--- config.mk ---
export PLATFORM = sky130hd
export DESIGN_NAME = duty_ramp
export DESIGN_NICKNAME = d
export VERILOG_FILES = /design/src/rtl/duty_ramp.sv
export SDC_FILE = /design/constraint.sdc
export NUM_CORES = 1
export LEC_CHECK = 0
export BUFFER_PORTS_ARGS = -buffer_cell sky130_fd_sc_hd__buf_4
export CAP_MARGIN = 30
export CORE_ASPECT_RATIO = 0.75
export CORE_UTILIZATION = 45
export CTS_CLUSTER_DIAMETER = 30
export DETAILED_ROUTE_END_ITERATION = 10
export GPL_TIMING_DRIVEN = 0
export PLACE_DENSITY_LB_ADDON = 0.15
export RECOVER_POWER = 100
export SYNTH_ARGS = -nofsm -noshare
export SYNTH_HDL_FRONTEND = slang
export SYNTH_SLANG_ARGS = --single-unit
--- constraint.sdc ---
create_clock -name clk -period 5.7 [get_ports clk]
set_input_delay 0.285 -clock clk [delete_from_list [all_inputs] [get_ports clk]]
set_output_delay 0.285 -clock clk [all_outputs]
set_load 0.01 [all_outputs]
--- src/rtl/duty_ramp.sv ---
// Slew-limited half-bridge duty generator: duty walks toward a clamped target one STEP per clk_int tick.
// Optional macro DUTY_RAMP_SYNC_EN inserts a 2-flop synchronizer ahead of the clk_int edge detector.
module duty_ramp #(
  parameter int unsigned DUTY_MAX = 950,
  parameter int unsigned DUTY_MIN = 50,
  parameter int unsigned STEP     = 4
) (
  input  logic       clk,
  input  logic       rst_n,
  input  logic       ce,
  input  logic       clk_int,
  input  logic       enable,
  input  logic       fault,
  input  logic [9:0] target,
  input  logic       target_valid,
  output logic [9:0] d_halfbridge,
  output logic       at_target,
  output logic       fault_latched
);

  typedef enum logic [1:0] {
    IDLE  = 2'd0,
    RAMP  = 2'd1,
    HOLD  = 2'd2,
    FAULT = 2'd3
  } state_t;

  localparam logic [9:0]  MAX_10 = 10'(DUTY_MAX);
  localparam logic [9:0]  MIN_10 = 10'(DUTY_MIN);
  localparam logic [10:0] MAX_W  = 11'(DUTY_MAX);
  localparam logic [10:0] MIN_W  = 11'(DUTY_MIN);
  localparam logic [10:0] STEP_W = 11'(STEP);
  localparam bit          JUMP_TO_MIN = (DUTY_MIN > STEP);

  state_t     state;
  logic [9:0] tgt_q;
  logic       tick;

`ifdef DUTY_RAMP_SYNC_EN
  logic sync1_q, sync2_q, edge_q;

  // NOTE: clocked state uses non-blocking (<=) so every flop samples pre-edge values; blocking here would collapse the chain.
  always_ff @(posedge clk) begin
    if (!rst_n) begin
      sync1_q <= 1'b0;
      sync2_q <= 1'b0;
      edge_q  <= 1'b0;
    end else begin
      sync1_q <= clk_int;
      sync2_q <= sync1_q;
      edge_q  <= sync2_q;
    end
  end

  assign tick = sync2_q & ~edge_q;
`else
  logic edge_q;

  // NOTE: clocked state uses non-blocking (<=) so every flop samples pre-edge values; blocking here would collapse the chain.
  always_ff @(posedge clk) begin
    if (!rst_n) edge_q <= 1'b0;
    else        edge_q <= clk_int;
  end

  assign tick = clk_int & ~edge_q;
`endif

  logic [9:0]  tgt_clamped;
  logic [9:0]  tgt_next;
  logic [10:0] eff;
  logic [10:0] duty_w;
  logic [10:0] duty_step;
  logic [9:0]  duty_next;

  // NOTE: every always_comb output gets a default first so no path leaves it unassigned (no inferred latch).
  always_comb begin
    tgt_clamped = target;
    if (target == '0)         tgt_clamped = '0;
    else if (target < MIN_10) tgt_clamped = MIN_10;
    else if (target > MAX_10) tgt_clamped = MAX_10;

    // A strobe coincident with a tick steers that tick toward the new target.
    tgt_next = (ce && target_valid) ? tgt_clamped : tgt_q;
    eff      = enable ? {1'b0, tgt_next} : '0;
    duty_w   = {1'b0, d_halfbridge};

    duty_step = duty_w;
    if (eff > duty_w) begin
      if (JUMP_TO_MIN && duty_w == '0)    duty_step = MIN_W;
      else if (eff - duty_w > STEP_W)     duty_step = duty_w + STEP_W;
      else                                duty_step = eff;
      if (duty_step > MAX_W)              duty_step = MAX_W;
    end else if (eff < duty_w) begin
      if (duty_w - eff > STEP_W)          duty_step = duty_w - STEP_W;
      else                                duty_step = eff;
      // Shutting down: anything below the minimum running duty snaps to off.
      if (eff == '0 && duty_step < MIN_W) duty_step = '0;
    end

    duty_next = duty_step[10] ? MAX_10 : duty_step[9:0];
  end

  // Reset is synchronous; fault outranks ce so a frozen block still shuts the bridge off.
  always_ff @(posedge clk) begin
    if (!rst_n) begin
      state         <= IDLE;
      d_halfbridge  <= '0;
      tgt_q         <= '0;
      at_target     <= 1'b0;
      fault_latched <= 1'b0;
    end else if (fault) begin
      state         <= FAULT;
      d_halfbridge  <= '0;
      at_target     <= 1'b0;
      fault_latched <= 1'b1;
    end else if (ce) begin
      case (state)
        IDLE: begin
          tgt_q        <= tgt_next;
          d_halfbridge <= '0;
          if (enable) state <= RAMP;
        end
        RAMP: begin
          tgt_q <= tgt_next;
          if (tick) d_halfbridge <= duty_next;
          if (duty_w == eff) begin
            if (enable) begin
              state     <= HOLD;
              at_target <= 1'b1;
            end else begin
              state <= IDLE;
            end
          end
        end
        HOLD: begin
          tgt_q <= tgt_next;
          if (tick) d_halfbridge <= duty_next;
          if (!enable || duty_w != eff) begin
            state     <= RAMP;
            at_target <= 1'b0;
          end
        end
        FAULT: begin
          if (!enable) begin
            state         <= IDLE;
            tgt_q         <= '0;
            fault_latched <= 1'b0;
          end
        end
        default: state <= IDLE;
      endcase
    end
  end

endmodule

# == After elaboration in Yosys (flattened, before gate mapping) ==
# Cells that the tools add are included.
# word_totals
register_bits,25
out_inout_bits,12
word_cells,94
# op_classes
addsub,4
order_cmp,8
n_eq_ne,16
n_mux,36
bitwise_logic,4
reduce_logical,20
# op_table
cell,count
$mux 11,10
$mux 10,8
$pmux 10 s2,2
$gt 11x3->1 const B,2
$sub 10x10->11,2
$logic_not 10->1,2
$mux 2,7
$ne 3x3->1 const B,4
$add 10x3->11 const B,1
$gt 11x10->1 const B,1
$logic_not 11->1,1
$lt 11x6->1 const B,1
$sub 10x3->11 const B,1
$eq 10x10->1,1
$gt 10x10->1,1
$gt 10x10->1 const B,1
$lt 10x10->1,1
$lt 10x6->1 const B,1
$ne 10x10->1,1
$reduce_and 5->1,2
$ne 2x2->1 const B,4
$pmux 2 s4,1
$reduce_bool 2->1,4
$mux 1,7
15 further kinds,22

# == Longest topological paths before layout ==
# logic_depth
depth_word,19
ltp_mapped,20

# == Worst setup path before layout ==
# OpenSTA, ideal clock, no wires.
# synth_timing
kind,input-to-reg
startpoint,input port target[7]
endpoint,register d_halfbridge[3]
setup_ps,117
t_arrival_ps,4362
required_ps,5583
slack_ps,1222
path_stages,16
n_path_buf,2
cell_sequence,or4_1 o311a_1 a32oi_1 inv_1 ha_1 buf_2 nand3_1 a21oi_1 or4_1 a22o_1 nor4b_4 and2_1 buf_2 mux2_2 a32o_1 a22o_1
# synth_via
elab_chain_cells,19
word_cells_on_any_way,33
classes_between,add/sub (2); order compare (8); eq/ne (1); mux (18); reduce/logical (4)
# synth_rtl
item,line_no,rtl
from (decl),14,"input logic [9:0] target,"
$gt 10x10->1,80,else if (target > MAX_10) tgt_clamped = MAX_10;
$mux 10,80,
$mux 10,79,else if (target < MIN_10) tgt_clamped = MIN_10;
$mux 10 (*),78,if (target == '0) tgt_clamped = '0;
$mux 10 (*),83,tgt_next = (ce && target_valid) ? tgt_clamped : tgt_q;
$mux 10 (*),84,"eff = enable ? {1'b0, tgt_next} : '0;"
$sub 10x10->11,94,if (duty_w - eff > STEP_W) duty_step = duty_w - STEP_W;
$gt 11x3->1,94,
[... 3 more ...],n/a,
$lt 11x6->1,97,if (eff == '0 && duty_step < MIN_W) duty_step = '0;
$logic_and 1x1->1,97,
$mux 11,97,
$mux 11,93,end else if (eff < duty_w) begin
$mux 11,88,if (eff > duty_w) begin
$mux 10,100,duty_next = duty_step[10] ? MAX_10 : duty_step[9:0];
$mux 10,"125, 137",
$pmux 10 s2,117,case (state)
to (signal assigned),125,if (tick) d_halfbridge <= duty_next;
to (signal assigned),137,if (tick) d_halfbridge <= duty_next;
to (decl),16,"output logic [9:0] d_halfbridge,"
# Mark *: on every way between the ends. The rest lies on a longest branch, timed or not. The select of a mux whose other input is x is not followed.
# A chain may end at the register's enable or synchronous reset.

# == Worst setup path in the final report ==
# Same ends and word-level chain as after synthesis.

==> out/results.ini <==
[floorplan]
die_w_um = 102
die_area_um2 = 7920
core_area_um2 = 7330
die_h_um = 77.3
pin_count = 29
start_util_pct = 46.4
num_rows = 27

[yosys]
synthCells = 458
yosys_register_bits = 25
synth_area_um2 = 3400
ys.flop_type = dfxtp_1
synth_edf_count = 0
syn_area_per_cell_um2 = 7.43
yosysTopAreaCell = dfxtp_1
synth_warnings = 0
async_reset_ff_share_pct = 0
ys_seq_area_share_pct = 14.7
synthTopCellsByArea = dfxtp_1, ha_1, nand2_1, a21oi_1, mux2i_1
ys_types = 79
syn_nets = 504
synth_top_area_share_pct = 14.7

[global_route]
grt_pass1_wl_mm = 17.3
grt_pass1_vias = 3338
grt_antenna_before_repair = 0
grt_max_degree = 17
grt_overflow = 0
grt_usage_pct = 28.1

[power]
power_density_nw_per_um2 = 210
p_leak_nw = 1.51
irDropWorstVdd_v = 0.000124
power_uw = 784

[place]
dp_slack_ns = 0.411
placedInstanceArea_um2 = 3750
io_buffers = 27
globalplace.congestion = 0.969
dp_hpwl_mm = 8.76

[hold_path]
hold_path_class = input pin to flop

[sta]
slew_headroom_pct = 10.2
tns_ns = 0
rsz0062_at_grt = no
min_period_ns = 5.16
timing.final.ws_setup_ns = 0.542
worst_slew_pin_slew_ns = 1.33
period_share_pct = 90.5
maxSlewViolCount = 0
setup_viol = 0
fmax_mhz = 194
finalHoldViolCount = 0
finClkSkew_ns = 0.00324

[route]
num_vias = 3732
firstDrtPassIters = 5
drt_iter0_drc = 404
routed_via_density = 6.29
ant_nets = 0
wl_per_cell_um = 18.4
drt_wl_total_mm = 10.9
drc = 0

[worst_setup_path]
crit_arrival_ns = 5.35
crit_type = input pin to flop
start_kind = input pin
path_max_fanout = 10
critPathCaptureType = flop
crit_required_ns = 5.89

[clocking]
cts_hold_buf = 0
htree_levels = 1
root_buffer = clkbuf_8
cts_resized = 0
cts.sinks = 25
numCtsBuffers = 3
clk_latency_ns = 0.28
postCtsSetupBuffers = 0
cts_buffer_depth = 2
tritoncts = yes
clkTransAtPathRegs_ns = 0.11

[flow_run]
max_cap_viol_count = 0

[run_status]
outcome = complete, no violations

[cells_and_area]
final_design_area_no_fill_um2 = 3730
drive_above_1_share_pct = 9.55
area_delta_synth_final_pct = 9.67
nets = 539
fillCellCount = 752
post-route-util_pct = 50.9
diodes = 0

==> synthesized netlist by cell type (all sizes together), types with 9 or more instances <==
library cell,n
nor2,34
buf,11
ha,28
dfxtp,25
xnor2,13
nand3,18
mux2i,13
o31ai,9
nor2b,16
nand2,44
inv,33
o21ai,22
clkbuf,12
a21oi,32
nor3,9
==> power by group <==
part           internal, mW  leakage, nW  switching (mW)
registers             0.182        0.203         0.00953
clock network        0.0516       0.0261          0.0713
logic                 0.185         1.28           0.285
==> kinds of logic after synthesis <==
logic type / count (synthesis) / synth area share [%]
AND/OR/NAND/NOR: 165 / 25.5
AO/OA/AOI/OAI: 149 / 32.3
buffers and inverters: 56 / 7.02
adder cells (fa/ha/maj): 29 / 10.9
flip-flops: 25 / 14.7
multiplexers: 18 / 5.48
XOR/XNOR: 16 / 4.12
==> state kept, by name, summed over array words and instances, names as in the netlist <==
register,flops
at_target,1
d_halfbridge,10
edge_q,1
fault_latched,1
state,2
tgt_q,10
==> routing by layer <==
metal | part of all wire (%) | global-route usage, % | vias to the layer above | routed length, um
met5 | 0 | 0 | - | 0
met4 | 0.92 | 4.71 | 0 | 100
met3 | 8.8 | 6.02 | 12 | 963
met2 | 42 | 40.8 | 157 | 4550
met1 | 48 | 42.3 | 1779 | 5270
li1 | - | - | 1784 | -
==> through the flow <==
stage          hold WS (ns)  std cells
2_1_floorplan         0.407        458
3_3_place_gp          0.455        586
3_5_place_dp          0.473        589
4_1_cts               0.203        593
5_1_grt               0.191        593
6_report              0.206        593
==> worst max-delay path, stage by stage <==
cell and delay [ns]:
clkbuf_1 0.14, or4_1 0.64, o311a_1 0.42, a32oi_1 0.51, inv_1 0.14, ha_1 0.30
clkbuf_1 0.21, nand3_1 0.15, a21oi_1 0.07, or4_1 0.47, a22o_1 0.22, nor4b_4 0.51
and2_1 0.20, buf_2 0.23, mux2_2 0.38, a32o_1 0.27, a22o_1 0.19
==> placed cells by master (no fill, tap or decap), types with 4 or more instances in the layout <==
cell type	count
nand2_1	44
nor2_1	34
a21oi_1	32
inv_1	32
clkbuf_1	28
ha_1	28
dfxtp_1	25
o21ai_0	21
nand3_1	17
nor2b_1	15
xnor2_1	13
mux2i_1	13
buf_4	13
nor3_1	9
a22oi_1	8
o31ai_1	8
buf_2	8
a31oi_1	7
or3_1	7
o21a_1	5
mux2_2	5
a22o_1	5
a32oi_1	5
a21boi_0	5
nand4_1	5
nor4_1	5
a211oi_1	4
o311ai_0	4
o211ai_1	4
a21o_1	4
a221o_1	4
or4_1	4
nand2b_1	4
==> worst paths after layout <==
kind / from / endpoint / slack (ns) / cells past startpoint
worst max-delay path: target[7] / d_halfbridge[3] / 0.54 / 17
worst min-delay path: clk_int / edge_q / 0.21 / 2
worst max register to register: d_halfbridge[4] / d_halfbridge[3] / 1.25 / 13
worst min register to register: tgt_q[3] / tgt_q[3] / 0.48 / 2
==> layout make-up <==
class / instances / area [um2] / area share (%)
inverters: 33 / 124 / 3.32
clock inverters: 1 / 8.76 / 0.235
clock buffers: 3 / 41.3 / 1.11
well taps: 101 / 126 / 3.38
multi-input cells: 377 / 2660 / 71.1
flip-flops and latches: 25 / 500 / 13.4
plain buffers: 23 / 114 / 3.05
repair buffers: 30 / 163 / 4.36
Note: power is estimated with default switching activity, not from simulation.
